<file path="config.mk">
export PLATFORM = sky130hd
export DESIGN_NAME = lsu_axi_master_flat
export DESIGN_NICKNAME = d
export VERILOG_FILES = /design/src/rtl/lsu_axi_master_if.sv /design/src/rtl/lsu_axi_master.sv /design/src/flat_wrapper.sv
export SDC_FILE = /design/constraint.sdc
export NUM_CORES = 1
export LEC_CHECK = 0
export CAP_MARGIN = 10
export CORE_MARGIN = 8
export CORE_UTILIZATION = 45
export CTS_CLUSTER_SIZE = 30
export DETAILED_ROUTE_END_ITERATION = 8
export GPL_TIMING_DRIVEN = 0
export PLACE_DENSITY = 0.87
export SETUP_SLACK_MARGIN = 0.3
export SLEW_MARGIN = 30
export SYNTH_ARGS = -nofsm -noshare
export SYNTH_HDL_FRONTEND = slang
export SYNTH_SLANG_ARGS = --single-unit
</file>
<file path="constraint.sdc">
create_clock -name clk -period 9.4 [get_ports clk]
set_input_delay 1.88 -clock clk [delete_from_list [all_inputs] [get_ports clk]]
set_output_delay 1.88 -clock clk [all_outputs]
set_load 0.02 [all_outputs]
</file>
<file path="src/rtl/lsu_axi_master_if.sv">
// ============================================================================
// Module  : lsu_axi_master_if
// Brief   : Bundles the EXU request/response port and the AXI-lite channels.
// Revision: 1.0
// ============================================================================
`default_nettype none

interface lsu_axi_master_if #(
    parameter int ADDR_W = 32
);
    logic              req_valid_i;
    logic              req_ready_o;
    logic              req_we_i;
    logic [ADDR_W-1:0] req_addr_i;
    logic [31:0]       req_wdata_i;
    logic [1:0]        req_size_i;
    logic              req_signed_i;
    logic              resp_valid_o;
    logic [31:0]       resp_rdata_o;
    logic              resp_err_o;

    logic [ADDR_W-1:0] araddr_o;
    logic              arvalid_o;
    logic              arready_i;
    logic [31:0]       rdata_i;
    logic [1:0]        rresp_i;
    logic              rvalid_i;
    logic              rready_o;
    logic [ADDR_W-1:0] awaddr_o;
    logic              awvalid_o;
    logic              awready_i;
    logic [31:0]       wdata_o;
    logic [3:0]        wstrb_o;
    logic              wvalid_o;
    logic              wready_i;
    logic [1:0]        bresp_i;
    logic              bvalid_i;
    logic              bready_o;

    modport master (
        input  req_valid_i, req_we_i, req_addr_i, req_wdata_i, req_size_i, req_signed_i,
        output req_ready_o, resp_valid_o, resp_rdata_o, resp_err_o,
        output araddr_o, arvalid_o, rready_o, awaddr_o, awvalid_o, wdata_o, wstrb_o, wvalid_o, bready_o,
        input  arready_i, rdata_i, rresp_i, rvalid_i, awready_i, wready_i, bresp_i, bvalid_i
    );

    modport slave (
        output req_valid_i, req_we_i, req_addr_i, req_wdata_i, req_size_i, req_signed_i,
        input  req_ready_o, resp_valid_o, resp_rdata_o, resp_err_o,
        input  araddr_o, arvalid_o, rready_o, awaddr_o, awvalid_o, wdata_o, wstrb_o, wvalid_o, bready_o,
        output arready_i, rdata_i, rresp_i, rvalid_i, awready_i, wready_i, bresp_i, bvalid_i
    );
endinterface

`default_nettype wire

</file>
<file path="src/rtl/lsu_axi_master.sv">
// ============================================================================
// Module  : lsu_axi_master
// Brief   : AXI-lite initiator for EXU loads/stores, one request outstanding.
// Revision: 1.0
// ============================================================================
`default_nettype none

module lsu_axi_master #(
    parameter int ADDR_W = 32
) (
    input  wire                     clk,
    input  wire                     rst,
    lsu_axi_master_if.master        bus
);
    typedef enum logic [2:0] {S_IDLE, S_ERR, S_AR, S_R, S_WR, S_B} state_t;

    state_t            r_state;
    state_t            w_next;
    logic [ADDR_W-1:0] r_addr;
    logic [31:0]       r_wdata;
    logic [3:0]        r_wstrb;
    logic [1:0]        r_size;
    logic              r_signed;
    logic              r_aw_done;
    logic              r_w_done;
    logic              r_resp_valid;
    logic [31:0]       r_resp_rdata;
    logic              r_resp_err;

    logic              w_accept;
    logic              w_misaligned;
    logic [1:0]        w_off;
    logic [3:0]        w_strb_base;
    logic              w_aw_hs;
    logic              w_w_hs;
    logic              w_r_hs;
    logic              w_b_hs;
    logic [31:0]       w_shift;
    logic [31:0]       w_load;

    assign w_off        = bus.req_addr_i[1:0];
    assign w_misaligned = (bus.req_size_i == 2'd3) ||
                          (bus.req_size_i == 2'd1 && w_off[0]) ||
                          (bus.req_size_i == 2'd2 && w_off != 2'd0);
    // Response pulse cycle keeps the request port closed as well.
    assign w_accept     = (r_state == S_IDLE) && !r_resp_valid && bus.req_valid_i;
    assign w_aw_hs      = bus.awvalid_o && bus.awready_i;
    assign w_w_hs       = bus.wvalid_o && bus.wready_i;
    assign w_r_hs       = (r_state == S_R) && bus.rvalid_i;
    assign w_b_hs       = (r_state == S_B) && bus.bvalid_i;

    always_comb begin
        w_strb_base = 4'b0000;
        case (bus.req_size_i)
            2'd0:    w_strb_base = 4'b0001;
            2'd1:    w_strb_base = 4'b0011;
            2'd2:    w_strb_base = 4'b1111;
            default: w_strb_base = 4'b0000;
        endcase
    end

    assign w_shift = bus.rdata_i >> {r_addr[1:0], 3'b000};

    always_comb begin
        w_load = bus.rdata_i;
        case (r_size)
            2'd0:    w_load = r_signed ? {{24{w_shift[7]}}, w_shift[7:0]} : {24'h0, w_shift[7:0]};
            2'd1:    w_load = r_signed ? {{16{w_shift[15]}}, w_shift[15:0]} : {16'h0, w_shift[15:0]};
            default: w_load = bus.rdata_i;
        endcase
    end

    always_ff @(posedge clk or posedge rst) begin
        if (rst) begin
            r_state <= S_IDLE;
        end else begin
            r_state <= w_next;
        end
    end

    always_comb begin
        w_next          = r_state;
        bus.req_ready_o = 1'b0;
        bus.arvalid_o   = 1'b0;
        bus.rready_o    = 1'b0;
        bus.awvalid_o   = 1'b0;
        bus.wvalid_o    = 1'b0;
        bus.bready_o    = 1'b0;
        case (r_state)
            S_IDLE: begin
                bus.req_ready_o = !r_resp_valid && !rst;
                if (w_accept) begin
                    if (w_misaligned)        w_next = S_ERR;
                    else if (bus.req_we_i)   w_next = S_WR;
                    else                     w_next = S_AR;
                end
            end
            S_ERR: w_next = S_IDLE;
            S_AR: begin
                bus.arvalid_o = 1'b1;
                if (bus.arready_i) w_next = S_R;
            end
            S_R: begin
                bus.rready_o = 1'b1;
                if (bus.rvalid_i) w_next = S_IDLE;
            end
            S_WR: begin
                bus.awvalid_o = !r_aw_done;
                bus.wvalid_o  = !r_w_done;
                if ((r_aw_done || w_aw_hs) && (r_w_done || w_w_hs)) w_next = S_B;
            end
            S_B: begin
                bus.bready_o = 1'b1;
                if (bus.bvalid_i) w_next = S_IDLE;
            end
            default: w_next = S_IDLE;
        endcase
    end

    always_ff @(posedge clk or posedge rst) begin
        if (rst) begin
            r_addr       <= '0;
            r_wdata      <= '0;
            r_wstrb      <= '0;
            r_size       <= '0;
            r_signed     <= 1'b0;
            r_aw_done    <= 1'b0;
            r_w_done     <= 1'b0;
            r_resp_valid <= 1'b0;
            r_resp_rdata <= '0;
            r_resp_err   <= 1'b0;
        end else begin
            r_resp_valid <= 1'b0;
            r_resp_rdata <= '0;
            r_resp_err   <= 1'b0;
            if (w_accept) begin
                r_addr    <= bus.req_addr_i;
                r_wdata   <= bus.req_wdata_i << {w_off, 3'b000};
                r_wstrb   <= w_strb_base << w_off;
                r_size    <= bus.req_size_i;
                r_signed  <= bus.req_signed_i;
                r_aw_done <= 1'b0;
                r_w_done  <= 1'b0;
                if (w_misaligned) begin
                    r_resp_valid <= 1'b1;
                    r_resp_err   <= 1'b1;
                end
            end
            if (w_aw_hs) r_aw_done <= 1'b1;
            if (w_w_hs)  r_w_done  <= 1'b1;
            if (w_r_hs) begin
                r_resp_valid <= 1'b1;
                r_resp_rdata <= w_load;
                r_resp_err   <= (bus.rresp_i != 2'b00);
            end
            if (w_b_hs) begin
                r_resp_valid <= 1'b1;
                r_resp_err   <= (bus.bresp_i != 2'b00);
            end
        end
    end

    assign bus.araddr_o     = r_addr;
    assign bus.awaddr_o     = r_addr;
    assign bus.wdata_o      = r_wdata;
    assign bus.wstrb_o      = r_wstrb;
    assign bus.resp_valid_o = r_resp_valid;
    assign bus.resp_rdata_o = r_resp_rdata;
    assign bus.resp_err_o   = r_resp_err;

endmodule

`default_nettype wire

</file>
<file path="src/flat_wrapper.sv">
// flat-port wrapper written by rule: the top's interface ports become plain ports
module lsu_axi_master_flat 
#(
    parameter int ADDR_W = 32
)
  (clk, rst, bus_req_valid_i, bus_req_we_i, bus_req_addr_i, bus_req_wdata_i, bus_req_size_i, bus_req_signed_i, bus_req_ready_o, bus_resp_valid_o, bus_resp_rdata_o, bus_resp_err_o, bus_araddr_o, bus_arvalid_o, bus_rready_o, bus_awaddr_o, bus_awvalid_o, bus_wdata_o, bus_wstrb_o, bus_wvalid_o, bus_bready_o, bus_arready_i, bus_rdata_i, bus_rresp_i, bus_rvalid_i, bus_awready_i, bus_wready_i, bus_bresp_i, bus_bvalid_i);
  lsu_axi_master_if #(.ADDR_W(ADDR_W)) bus_i ();
  input  wire clk;
  input  wire rst;
  input wire logic [$bits(bus_i.req_valid_i)-1:0] bus_req_valid_i;
  input wire logic [$bits(bus_i.req_we_i)-1:0] bus_req_we_i;
  input wire logic [$bits(bus_i.req_addr_i)-1:0] bus_req_addr_i;
  input wire logic [$bits(bus_i.req_wdata_i)-1:0] bus_req_wdata_i;
  input wire logic [$bits(bus_i.req_size_i)-1:0] bus_req_size_i;
  input wire logic [$bits(bus_i.req_signed_i)-1:0] bus_req_signed_i;
  output wire logic [$bits(bus_i.req_ready_o)-1:0] bus_req_ready_o;
  output wire logic [$bits(bus_i.resp_valid_o)-1:0] bus_resp_valid_o;
  output wire logic [$bits(bus_i.resp_rdata_o)-1:0] bus_resp_rdata_o;
  output wire logic [$bits(bus_i.resp_err_o)-1:0] bus_resp_err_o;
  output wire logic [$bits(bus_i.araddr_o)-1:0] bus_araddr_o;
  output wire logic [$bits(bus_i.arvalid_o)-1:0] bus_arvalid_o;
  output wire logic [$bits(bus_i.rready_o)-1:0] bus_rready_o;
  output wire logic [$bits(bus_i.awaddr_o)-1:0] bus_awaddr_o;
  output wire logic [$bits(bus_i.awvalid_o)-1:0] bus_awvalid_o;
  output wire logic [$bits(bus_i.wdata_o)-1:0] bus_wdata_o;
  output wire logic [$bits(bus_i.wstrb_o)-1:0] bus_wstrb_o;
  output wire logic [$bits(bus_i.wvalid_o)-1:0] bus_wvalid_o;
  output wire logic [$bits(bus_i.bready_o)-1:0] bus_bready_o;
  input wire logic [$bits(bus_i.arready_i)-1:0] bus_arready_i;
  input wire logic [$bits(bus_i.rdata_i)-1:0] bus_rdata_i;
  input wire logic [$bits(bus_i.rresp_i)-1:0] bus_rresp_i;
  input wire logic [$bits(bus_i.rvalid_i)-1:0] bus_rvalid_i;
  input wire logic [$bits(bus_i.awready_i)-1:0] bus_awready_i;
  input wire logic [$bits(bus_i.wready_i)-1:0] bus_wready_i;
  input wire logic [$bits(bus_i.bresp_i)-1:0] bus_bresp_i;
  input wire logic [$bits(bus_i.bvalid_i)-1:0] bus_bvalid_i;
  assign bus_i.req_valid_i = bus_req_valid_i;
  assign bus_i.req_we_i = bus_req_we_i;
  assign bus_i.req_addr_i = bus_req_addr_i;
  assign bus_i.req_wdata_i = bus_req_wdata_i;
  assign bus_i.req_size_i = bus_req_size_i;
  assign bus_i.req_signed_i = bus_req_signed_i;
  assign bus_req_ready_o = bus_i.req_ready_o;
  assign bus_resp_valid_o = bus_i.resp_valid_o;
  assign bus_resp_rdata_o = bus_i.resp_rdata_o;
  assign bus_resp_err_o = bus_i.resp_err_o;
  assign bus_araddr_o = bus_i.araddr_o;
  assign bus_arvalid_o = bus_i.arvalid_o;
  assign bus_rready_o = bus_i.rready_o;
  assign bus_awaddr_o = bus_i.awaddr_o;
  assign bus_awvalid_o = bus_i.awvalid_o;
  assign bus_wdata_o = bus_i.wdata_o;
  assign bus_wstrb_o = bus_i.wstrb_o;
  assign bus_wvalid_o = bus_i.wvalid_o;
  assign bus_bready_o = bus_i.bready_o;
  assign bus_i.arready_i = bus_arready_i;
  assign bus_i.rdata_i = bus_rdata_i;
  assign bus_i.rresp_i = bus_rresp_i;
  assign bus_i.rvalid_i = bus_rvalid_i;
  assign bus_i.awready_i = bus_awready_i;
  assign bus_i.wready_i = bus_wready_i;
  assign bus_i.bresp_i = bus_bresp_i;
  assign bus_i.bvalid_i = bus_bvalid_i;
  lsu_axi_master #(.ADDR_W(ADDR_W)) u_core (.clk(clk), .rst(rst), .bus(bus_i));
endmodule
</file>
==> results of run 1 <==
-- state kept, by name, summed over array words and instances (netlist names) --
register,count
u_core.bus.resp_valid_o,1
u_core.bus.wdata_o,32
u_core.bus.resp_rdata_o,32
u_core.r_state,3
u_core.r_aw_done,1
u_core.r_signed,1
u_core.bus.araddr_o,32
u_core.r_size,2
u_core.r_w_done,1
u_core.bus.resp_err_o,1
u_core.bus.wstrb_o,4
-- synthesized netlist by cell type, types with 4 or more instances --
master	n
o21ai_0	15
o31ai_1	8
a22oi_1	8
inv_1	6
nor2_1	30
mux2i_1	34
nor2b_1	11
nand3_1	10
buf_1	5
buf_4	32
nand2b_1	5
mux2_2	10
buf_2	10
dfrtp_1	110
and2_1	4
nand2_1	139
a21o_1	16
o2bb2ai_1	6
o221a_2	7
a211oi_1	8
a21oi_1	33
clkbuf_1	22
-- per-stage QoR --
step	cells	power [mW]	worst slack, ns	hold WS [ns]	utilization, %
after global routing	975	2.76	3.46	0.503	71.1
after detailed placement	960	2.24	3.58	0.463	68.6
after CTS	975	2.63	3.58	0.478	71.1
after global placement	959	2.19	1.05	0.455	68.4
final	975	2.62	3.61	0.475	71.1
after floorplan	561	1.55	2.80	0.447	-
-- layout by cell type (no fill, tap or decap), types with 11 or more instances in the layout --
master           count
a21o_1              16
nand2_1            139
a21oi_1             33
clkdlybuf4s50_1    251
nor2_1              30
dfrtp_1            110
o21ai_0             15
nor2b_1             11
buf_4               32
clkbuf_1            24
mux2i_1             34
-- layer usage --
layer,vias to the layer above,part of all wire (%),routed length (um)
met3,49,8.9,1690
met5,-,0,0
met1,2531,39,7340
met2,290,49,9230
met4,0,3.8,714
li1,2419,-,-
-- cell families after synthesis --
family,synth area share (%)
fa+ha+maj,0.693
compound gates,15.0
mux,8.78
flops,50.8
simple gates,16.6
buf+inv,8.07
-- worst paths after layout --
kind                                                            end  slack [ns]  depth (start not counted)
worst max-delay path                                bus_req_ready_o        3.61                          5
worst min-delay path              u_core.bus.wdata_o[1]$_DFFE_PP0P_        0.48                          2
worst max register to register   u_core.bus.araddr_o[3]$_DFFE_PP0P_        7.20                          8
min in group asynchronous       u_core.bus.araddr_o[27]$_DFFE_PP0P_        1.92                          2
max in group asynchronous              u_core.r_size[1]$_DFFE_PP0P_        6.81                          3
worst min register to register    u_core.bus.wdata_o[1]$_DFFE_PP0P_        0.48                          2
-- report_power, final --
part / leakage [nW] / switching [mW] / internal (mW)
clock: 0.143 / 0.170 / 0.214
sequential: 1.43 / 0.123 / 0.645
combinational: 2.37 / 0.781 / 0.692
-- layout make-up --
class	instances	area share [%]
plain buffers	71	4.91
clock buffers	12	2.92
clock inverters	3	0.519
inverters	6	0.326
multi-input cells	374	26.4
flip-flops and latches	110	32.6
well taps	147	2.18
repair buffers	252	30.1
-- critical path, delay by kind of cell --
family,cells,cell delay [ns]
buf+inv,4,1.74
simple gates,1,0.21
==> results.sh, run 1 <==
export IMPL_ir_worst_vdd_mv=0.181
export IMPL_num_antenna_cells=0
export IMPL_grt_start_max_net_pins=71
export IMPL_globalRouteMet2Util_pct=40.0
export IMPL_synthCells=561
export IMPL_cts_tree="done"
export IMPL_path_class="in -> out"
export IMPL_regArea_sq_mm=0.00275
export IMPL_coreArea_sq_mm=0.0119
export IMPL_vias=5289
export IMPL_syn_avg_cell_area_sq_um=9.65
export IMPL_async_reset_ff_share_pct=100
export IMPL_cts_resized=0
export IMPL_slowest_stage="clkdlybuf4s50_1"
export IMPL_yosysUniqueCellTypes=45
export IMPL_clk_latency_ns=0.35
export IMPL_grt_pass1_vias=5546
export IMPL_ys_seq_area_share_pct=50.8
export IMPL_outcome="completed"
export IMPL_rsz0062_at_grt="no"
export IMPL_numCtsBuffers=9
export IMPL_synth_edff_count=0
export IMPL_cts_sinks=110
export IMPL_period_minus_slack_ns=5.79
export IMPL_hold_viol_final=0
export IMPL_synth_area_sq_mm=0.00541
export IMPL_gr_usage_all_layers_pct=23.2
export IMPL_io_buffers=251
export IMPL_drive_above_1_share_pct=9.54
export IMPL_crit_path_max_incr_delay_ns=0.61
export IMPL_yosys_area_top_type_share_pct=50.8
export IMPL_busiest_layer="met2"
export IMPL_wl_um=19000
export IMPL_clk_pin_slew_ns=0.07
export IMPL_cts_hold_buf=0
export IMPL_power_density_mw_per_mm2=311
export IMPL_worst_pin_slew_ns=0.717
export IMPL_drv_cap=0
export IMPL_slew_violations=0
export IMPL_cts_max_level=3
export IMPL_fillCellCount=852
export IMPL_synth_area_leaders="dfrtp_1, nand2_1, mux2i_1"
export IMPL_fin_crit_sh_pct=61.6
export IMPL_drc=0
export IMPL_postCtsSetupBuffers=0
export IMPL_cp_end_kind="output pin"
export IMPL_drtIter0Drc=444
export IMPL_dp_hpwl_um=14900
export IMPL_cp_startpoint="rst"
export IMPL_ant_nets=0
export IMPL_grt_util_met1_pct=25.5
export IMPL_grt_overflow=0
export IMPL_die_area_sq_mm=0.0158
export IMPL_cp_required_ns=7.52
export IMPL_area_delta_synth_final_pct=55.8
export IMPL_cts_root_buf="clkbuf_16"
export IMPL_gp_congestion=0.901
export IMPL_path_max_fanout=70
export IMPL_die_x_um=126
export IMPL_syn_nets=676
export IMPL_antenna_found_initial=0
export IMPL_cts_path_max_buffers=2
export IMPL_yosys_area_top_type="dfrtp_1"
export IMPL_synth_flop_cell="dfrtp_1"
export IMPL_critPathLaunchType="input port"
export IMPL_num_io_pins=252
export IMPL_grt_pass1_wl_um=29100
export IMPL_fmax_ghz=0.173
export IMPL_relSlewSlack_pct=52.2
export IMPL_final_nets=939
export IMPL_avgViaCountPerCell=5.42
export IMPL_final_setup_viol_count=0
export IMPL_hp_class="reg -> reg"
export IMPL_fin_skew_ns=0.00872
export IMPL_fin_area_sq_mm=0.00843
export IMPL_crit_top_cell="clkdlybuf4s50_1"
export IMPL_first_pass_iters=5
export IMPL_rows=40
export IMPL_cp_arrival_ns=3.91
export IMPL_min_from="u_core.bus.wdata_o[1]$_DFFE_PP0P_"
export IMPL_worstPathCellList="clkdlybuf4s50_1 -> inv_6 -> buf_16 -> and3_1 -> clkdlybuf4s50_1"
export IMPL_p_leak_nw=3.94
export IMPL_setup_tns_ns=0
export IMPL_yosysWarnings=0
export IMPL_die_height_um=126
export IMPL_dpl_cell_area_sq_mm=0.00814
export IMPL_multi_input_area_sq_mm=0.00222
export IMPL_synth_seq_cells=110
export IMPL_r2r_start="u_core.r_state[0]$_DFFE_PP0P_"
export IMPL_routedWlPerCell_um=19.5
export IMPL_start_util_pct=45.6
export IMPL_grt_use_met3_pct=7.51
No activity file was read; power rests on OpenSTA's default activity.
==> run 2: changes to the inputs <==
--- a/config.mk
+++ b/config.mk
@@ -7,11 +7,11 @@
 export LEC_CHECK = 0
 export CAP_MARGIN = 10
 export CORE_MARGIN = 8
-export CORE_UTILIZATION = 45
+export CORE_UTILIZATION = 42
 export CTS_CLUSTER_SIZE = 30
 export DETAILED_ROUTE_END_ITERATION = 8
 export GPL_TIMING_DRIVEN = 0
-export PLACE_DENSITY = 0.87
+export PLACE_DENSITY = 0.82
 export SETUP_SLACK_MARGIN = 0.3
 export SLEW_MARGIN = 30
 export SYNTH_ARGS = -nofsm -noshare
==> constraint.sdc (replaced) <==
create_clock -name clk -period 5.4 [get_ports clk]
set_input_delay 1.08 -clock clk [delete_from_list [all_inputs] [get_ports clk]]
set_output_delay 1.08 -clock clk [all_outputs]
set_load 0.02 [all_outputs]
==> run 2 against run 1 <==
  * Via count fell by 2.8%
  * Clock power is 79% higher
  * Routed wire length decreased by 0.69%
  * Register-to-register slack lost 4.0 ns
  * Non-clock buffer count did not move
  * Largest cell class unchanged
==> results.sh, run 2 (synthesis results as in run 1) <==
export IMPL_outcome="completed"
export IMPL_postCtsSetupBuffers=0
export IMPL_p_int_mw=2.69
export IMPL_first_pass_iters=5
export IMPL_drc=0
export IMPL_instances_no_fill=1001
export IMPL_p_leak_nw=3.94
export IMPL_period_minus_slack_ns=4.27
export IMPL_clk_pin_slew_ns=0.07
export IMPL_die_x_um=130
export IMPL_rows=41
export IMPL_gp_congestion=0.872
export IMPL_final_core_util_pct=67.2
export IMPL_gr_usage_all_layers_pct=22.0
export IMPL_pwr_share_clk_pct=15.0
export IMPL_combinationalPowerShare_pct=55.8
export IMPL_cts_tree="done"
export IMPL_path_class="in -> out"
export IMPL_placedCellCount=985
export IMPL_antenna_found_initial=0
export IMPL_drtIter0Drc=419
export IMPL_cp_end_kind="output pin"
export IMPL_die_height_um=130
export IMPL_coreArea_sq_mm=0.0126
export IMPL_cts_max_level=3
export IMPL_wl_um=18800
export IMPL_dpl_worst_slack_ns=1.12
export IMPL_globalRouteMet2Util_pct=37.7
export IMPL_cts_hold_buf=0
export IMPL_min_path_cells=2
export IMPL_netSwitchingPower_mw=1.88
export IMPL_grt_pass1_vias=5460
export IMPL_fin_crit_sh_pct=79.0
export IMPL_relSlewSlack_pct=53.5
export IMPL_layout_common_cells="clkdlybuf4s50_1, nand2_1, dfrtp_1, mux2i_1, a21oi_1"
export IMPL_routedWlPerCell_um=18.8
export IMPL_busiest_layer="met2"
export IMPL_p_seq_share_pct=29.1
export IMPL_final_nets=939
export IMPL_rsz0062_at_grt="no"
export IMPL_drive_above_1_share_pct=9.89
export IMPL_ir_worst_vdd_mv=0.352
export IMPL_clk_latency_ns=0.35
export IMPL_grt_start_max_net_pins=66
export IMPL_num_antenna_cells=0
export IMPL_slew_violations=0
export IMPL_ant_nets=0
export IMPL_hp_class="reg -> reg"
export IMPL_numCtsBuffers=9
export IMPL_vias=5143
export IMPL_hold_viol_final=0
export IMPL_worst_slack_ns=1.13
export IMPL_cp_arrival_ns=3.19
export IMPL_dp_hpwl_um=14900
export IMPL_io_buffers=251
export IMPL_num_io_pins=252
export IMPL_grt_pass1_wl_um=28600
export IMPL_grt_util_met1_pct=24.3
export IMPL_cts_resized=0
export IMPL_fmax_ghz=0.234
export IMPL_die_area_sq_mm=0.0168
export IMPL_grt_overflow=0
export IMPL_grt_use_met3_pct=7.48
export IMPL_worst_pin_slew_ns=0.698
export IMPL_cp_required_ns=4.32
export IMPL_switching_share_pct=41.1
export IMPL_area_delta_synth_final_pct=56.7
export IMPL_total_power_mw=4.57
export IMPL_start_util_pct=42.9
export IMPL_power_density_mw_per_mm2=539
export IMPL_final_setup_viol_count=0
export IMPL_ff2ff_path_depth=7
export IMPL_cts_sinks=110
export IMPL_fin_skew_ns=0.00672
export IMPL_cts_root_buf="clkbuf_16"
export IMPL_critPathLaunchType="input port"
export IMPL_layout_commonest_cell="clkdlybuf4s50_1"
export IMPL_cts_path_max_buffers=2
export IMPL_path_max_fanout=65
export IMPL_drv_cap=0
export IMPL_avgViaCountPerCell=5.14
## run 2: cell count changes in the layout (fill, tap and decap cells not counted)
| cell | before | now |
|---|---|---|
| clkinvlp_4 | 0 | 2 |
| inv_8 | 0 | 1 |
| clkinv_2 | 1 | 0 |
| clkbuf_8 | 1 | 0 |
| clkinv_4 | 0 | 2 |
| clkbuf_1 | 24 | 22 |
## run 2: final cells by class
type                       instances  area, sq um
buffer                            71          414
clock buffer                       9          225
clock inverter                     7         82.6
fill                            1023         4140
inverter                           6         27.5
multi-input combinational        374         2220
sequential                       110         2750
tap                              172          215
timing repair buffer             252         2540
## run 2: power by group through the flow
stage / Sequential (mW) / Combinational (mW) / Clock, mW
floorplan: 1.64 / 1.07 / 0
global placement: 1.32 / 2.50 / 0
detailed placement: 1.34 / 2.55 / 0
CTS: 1.33 / 2.56 / 0.696
global route: 1.37 / 2.72 / 0.726
finish: 1.33 / 2.55 / 0.686
## run 2: worst paths after layout
| check | start | endpoint | slack [ns] |
|---|---|---|---|
| setup / recovery | rst | bus_req_ready_o | 1.13 |
| hold / removal | u_core.bus.wdata_o[1]$_DFFE_PP0P_ | u_core.bus.wdata_o[1]$_DFFE_PP0P_ | 0.47 |
| setup reg to reg | u_core.r_state[1]$_DFFE_PP0P_ | u_core.bus.wstrb_o[0]$_DFFE_PP0P_ | 3.23 |
| hold reg to reg | u_core.bus.wdata_o[1]$_DFFE_PP0P_ | u_core.bus.wdata_o[1]$_DFFE_PP0P_ | 0.47 |
| max in group asynchronous | rst | u_core.bus.wdata_o[29]$_DFFE_PP0P_ | 3.60 |
| min in group asynchronous | rst | u_core.bus.araddr_o[29]$_DFFE_PP0P_ | 1.13 |
## run 2: metal layers
| metal | vias to the layer above | wire (um) |
|---|---|---|
| met5 | - | 0 |
| met4 | 0 | 720 |
| met3 | 52 | 1950 |
| met2 | 278 | 9110 |
| met1 | 2402 | 7070 |
| li1 | 2411 | - |
## run 2: per-stage QoR
stage               TNS, ns  cell area, sq um  hold WS, ns
floorplan                 0              5410        0.447
global placement      -6.04              8140        0.454
detailed placement        0              8170        0.459
CTS                       0              8480        0.476
global route              0              8480        0.500
finish                    0              8480        0.471
## run 2: critical path, cell delays in order
cell             delay (ns)
clkdlybuf4s50_1        0.47
inv_6                  0.36
buf_16                 0.32
and3_1                 0.23
clkdlybuf4s50_1        0.64
==> RTL change 1: new RTL, settings of run 2 <==
`ADDR_W` is set to 32 in 3 places; all go to 48.
--- a/src/rtl/lsu_axi_master_if.sv
+++ b/src/rtl/lsu_axi_master_if.sv
@@ -6,7 +6,7 @@
 `default_nettype none
 
 interface lsu_axi_master_if #(
-    parameter int ADDR_W = 32
+    parameter int ADDR_W = 48
 );
     logic              req_valid_i;
     logic              req_ready_o;
--- a/src/rtl/lsu_axi_master.sv
+++ b/src/rtl/lsu_axi_master.sv
@@ -6,7 +6,7 @@
 `default_nettype none
 
 module lsu_axi_master #(
-    parameter int ADDR_W = 32
+    parameter int ADDR_W = 48
 ) (
     input  wire                     clk,
     input  wire                     rst,
--- a/src/flat_wrapper.sv
+++ b/src/flat_wrapper.sv
@@ -1,7 +1,7 @@
 // flat-port wrapper written by rule: the top's interface ports become plain ports
 module lsu_axi_master_flat 
 #(
-    parameter int ADDR_W = 32
+    parameter int ADDR_W = 48
 )
   (clk, rst, bus_req_valid_i, bus_req_we_i, bus_req_addr_i, bus_req_wdata_i, bus_req_size_i, bus_req_signed_i, bus_req_ready_o, bus_resp_valid_o, bus_resp_rdata_o, bus_resp_err_o, bus_araddr_o, bus_arvalid_o, bus_rready_o, bus_awaddr_o, bus_awvalid_o, bus_wdata_o, bus_wstrb_o, bus_wvalid_o, bus_bready_o, bus_arready_i, bus_rdata_i, bus_rresp_i, bus_rvalid_i, bus_awready_i, bus_wready_i, bus_bresp_i, bus_bvalid_i);
   lsu_axi_master_if #(.ADDR_W(ADDR_W)) bus_i ();
Interface: changed (resized bus_araddr_o, bus_awaddr_o and bus_req_addr_i); port bits go from 252 to 300. The function was not compared with the original's and may differ.
==> RTL change 1 against run 2 <==
- sequential cell count increased by 16
- combinational power increased by 20%
- power increased by 27%
- sequential power increased by 17%
- critical endpoint unchanged
- worst setup slack improved by 0.58 ns
- design area increased by 18%
- area after synthesis increased by 14%
- highest routed layer unchanged
- wire length increased by 16%
==> RTL change 1: results <==
metrics = {
    "outcome": {
        "outcome": "finished, final reports clean",
    },
    "cells_and_area": {
        "seq-cell-share": 0.314,
        "buf_share": 0.358,
        "multi_input_cells": 441,
        "multi_input_area_um2": 2410,
        "drive_above_1_share": 0.119,
        "num-nonclk-buffers": 390,
        "clock_area_frac": 0.0619,
        "n_all_inverters": 8,
        "num-clock-buffers": 20,
        "seq_area_um2": 3150,
        "fillCellCount": 1138,
    },
    "clocking": {
        "clk-insertion-delay-late_ns": 0.41,
        "htree_num_levels": 4,
        "cts_buffers": 17,
    },
    "grt": {
        "grt_pass1_wl_um": 32900,
        "grt_pass1_vias": 6158,
        "gr-usage-met1": 0.259,
        "use_met3": 0.0822,
        "grtUsageTotal": 0.229,
    },
    "synth": {
        "syn-num-nets": 796,
        "synth_area_leaders": "dfrtp_1 (51%), nand2_1 (12%), buf_4 (6.6%), mux2i_1 (4.2%), o21ai_0 (3.2%)",
        "netlist_top_cells_count": "nand2_1 (198), dfrtp_1 (126), buf_4 (54)",
        "syn_area_per_cell_um2": 9.26,
    },
    "placed_design": {
        "io_buffer_count": 299,
        "routabilityCongestion": 0.909,
        "placed_area_um2": 9410,
        "place_hpwl_um": 17000,
    },
    "drt": {
        "met2_wirelength_um": 10900,
        "wl_met3_um": 2040,
        "viasPerCell": 5.02,
        "vias": 5922,
        "drt_iter0_drc": 293,
        "wl_met1_um": 8430,
        "post_drt_wl_per_cell_um": 18.5,
    },
    "floorplan": {
        "die_w_um": 137,
    },
    "setup_path": {
        "crit_fanout": 2,
        "crit_start": "rst",
        "rrSetupSlack_ns": 3.31,
        "cpPeakStageDelay_ns": 0.68,
        "timing.rr.start": "u_core.r_state[2]$_DFFE_PP0P_",
        "r2r-end": "u_core.bus.araddr_o[0]$_DFFE_PP0P_",
        "critical_path.endpoint": "bus_req_ready_o",
        "critPathArrivalTime_ns": 2.60,
    },
    "min_path": {
        "worstHoldStart": "u_core.bus.wstrb_o[3]$_DFFE_PP0P_",
        "min_to": "u_core.bus.wstrb_o[3]$_DFFE_PP0P_",
        "hold_path_class": "register to register",
    },
    "timing": {
        "fin_crit_sh": 0.682,
        "holdWs_ns": 0.475,
        "fin_worst_skew_ns": 0.00764,
    },
    "pwr": {
        "power.share.switching": 0.391,
        "p_leak_nw": 4.71,
        "peakVddDrop_v": 0.000401,
        "clk-power_mw": 1.20,
        "clkPwrFrac": 0.207,
        "sequentialPowerShare": 0.267,
    },
}
[RTL change 1: changes by cell type after synthesis, moves of 9 or more]
| cell | delta |
|---|---|
| dfrtp_1 | +16 |
| buf_4 | +22 |
| o21ai_0 | +24 |
| nand3_1 | -9 |
| clkbuf_1 | -10 |
| nand2_1 | +59 |
[RTL change 1: cell families (layout without fill, tap and decap cells)]
family / Yosys count / count (layout) / synth area share
AO/OA/AOI/OAI: 137 / 137 / 0.142
adder cells (fa/ha/maj): 3 / 3 / 0.00610
buffers and inverters: 98 / 429 / 0.0974
flip-flops: 126 / 126 / 0.512
multiplexers: 36 / 36 / 0.0612
AND/OR/NAND/NOR: 265 / 265 / 0.181
[RTL change 1: worst register-to-register path: cells and delay by family, from the launching register on]
kind	cells	cell delay, ns
AND/OR/NAND/NOR	4	0.83
flip-flops	1	0.45
buffers and inverters	3	0.74
==> RTL change 2: new RTL, settings of run 2 <==
Made on the original files. Make the reset (`rst`) synchronous in 2 clocked blocks.
--- a/src/rtl/lsu_axi_master.sv
+++ b/src/rtl/lsu_axi_master.sv
@@ -70,7 +70,7 @@
         endcase
     end
 
-    always_ff @(posedge clk or posedge rst) begin
+    always_ff @(posedge clk) begin
         if (rst) begin
             r_state <= S_IDLE;
         end else begin
@@ -117,7 +117,7 @@
         endcase
     end
 
-    always_ff @(posedge clk or posedge rst) begin
+    always_ff @(posedge clk) begin
         if (rst) begin
             r_addr       <= '0;
             r_wdata      <= '0;
Formal check against the unedited RTL: differs if rst is asserted again (counterexample within 4 cycles, from zero or initial values and one cycle with rst high); with rst held inactive, the same outputs for 4 cycles.
==> RTL change 2 against run 2 <==
- sequential cell count unchanged
- critical endpoint unchanged
- synthesized cell count up 8.9%
- worst setup slack improved by 0.64 ns
- maximum frequency increased by 18%
- area after synthesis down 5.9%
- first-iteration DRC count is 5.3% higher
- wire length up 4.1%
- design area shrank 4.6%
Power is not compared: it rests on default switching activity, and its combinational part moved more than twofold at a synthesized area within 25%.
==> RTL change 2: results <==
metrics = {
    "cells_and_area": {
        "fillCellCount": 996,
        "finalNonFillerCells": 1023,
        "final_nets": 986,
        "drive_above_1_share": 0.122,
    },
    "drt": {
        "drt_iter0_drc": 441,
        "viasPerCell": 5.25,
        "wl_met3_um": 1740,
        "postRouteWirelength_um": 19600,
        "met2_wirelength_um": 9750,
        "dr.max_layer_used": "met4",
        "wl_met1_um": 7550,
    },
    "synth": {
        "synth_mux_area_frac": 0.0734,
        "synth_adder_area_share": 0.00737,
        "syn_area_per_cell_um2": 8.34,
        "synth_xor_area_frac": 0,
        "synth.distinct_cells": 44,
        "syn-cell-area_um2": 5090,
        "netlist_top_cells_count": "nand2_1 (127), dfxtp_1 (110), a21oi_1 (97)",
        "yosys_warnings": 0,
        "synth_top_area_frac": 0.432,
        "synth_ff_type": "dfxtp_1",
        "yosysSeqAreaShare": 0.432,
        "synthArstFlopShare": 0,
        "syn-num-nets": 726,
        "synth_area_leaders": "dfxtp_1 (43%), a21oi_1 (9.5%), nand2_1 (9.4%), mux2i_1 (5.3%), buf_4 (5.0%)",
        "synth_compound_area_frac": 0.200,
    },
    "grt": {
        "grt_pass1_vias": 5640,
        "grtUsageTotal": 0.239,
        "grt_pass1_wl_um": 30300,
        "grt_max_degree": 17,
    },
    "setup_path": {
        "r2r-end": "u_core.bus.resp_rdata_o[26]$_SDFF_PP0_",
        "rrSetupSlack_ns": 3.60,
        "crit_fanout": 10,
        "worstRegToRegCells": 5,
        "timing.rr.start": "u_core.bus.araddr_o[1]$_SDFFE_PP0P_",
        "critPathArrivalTime_ns": 2.54,
    },
    "outcome": {
        "outcome": "finished, final reports clean",
    },
    "pwr": {
        "peakVddDrop_v": 0.000202,
        "p_sw_uw": 757,
        "power.share.switching": 0.315,
    },
    "min_path": {
        "min_path_cells": 2,
        "hold_path_class": "register to register",
        "worstHoldStart": "u_core.bus.wdata_o[5]$_SDFFE_PP0P_",
        "min_to": "u_core.bus.wdata_o[5]$_SDFFE_PP0P_",
    },
    "placed_design": {
        "dp_cells": 1007,
        "placed_area_um2": 7770,
        "routabilityCongestion": 0.903,
        "io_buffer_count": 249,
        "place_hpwl_um": 15500,
    },
    "timing": {
        "holdWs_ns": 0.454,
        "maxClockFrequency_mhz": 276,
        "tightest_slew_ns": 0.780,
        "fin_worst_skew_ns": 0.00615,
    },
    "clocking": {
        "cts_buffer_depth": 2,
    },
}
RTL change 2: changes by cell type in the layout (fill, tap and decap cells not counted), moves of 12 or more:
cell,run 2,this run
o21ai_0,15,3
dfxtp_1,0,110
nand2_1,139,127
a21oi_1,33,97
a21o_1,16,0
dfrtp_1,110,0
RTL change 2: layout make-up:
type	count	area, um^2	area share
Sequential cell	110	2200	0.272
Inverter	7	26.3	0.00325
Buffer	81	503	0.0622
Tap cell	147	184	0.0227
Multi-Input combinational cell	413	2360	0.292
Timing Repair Buffer	249	2490	0.308
Clock inverter	2	37.5	0.00464
Clock buffer	14	284	0.0351
RTL change 2: per-layer routing:
metal  GRT usage  vias up
met5           0        -
met1       0.256     2480
met4       0.103        0
met2       0.424      252
met3      0.0781       42
li1            -     2599
RTL change 2: critical path, stage by stage:
cell and delay [ns]:
clkbuf_1 0.32, clkbuf_1 0.46, nor3b_1 0.12, clkdlybuf4s50_1 0.56
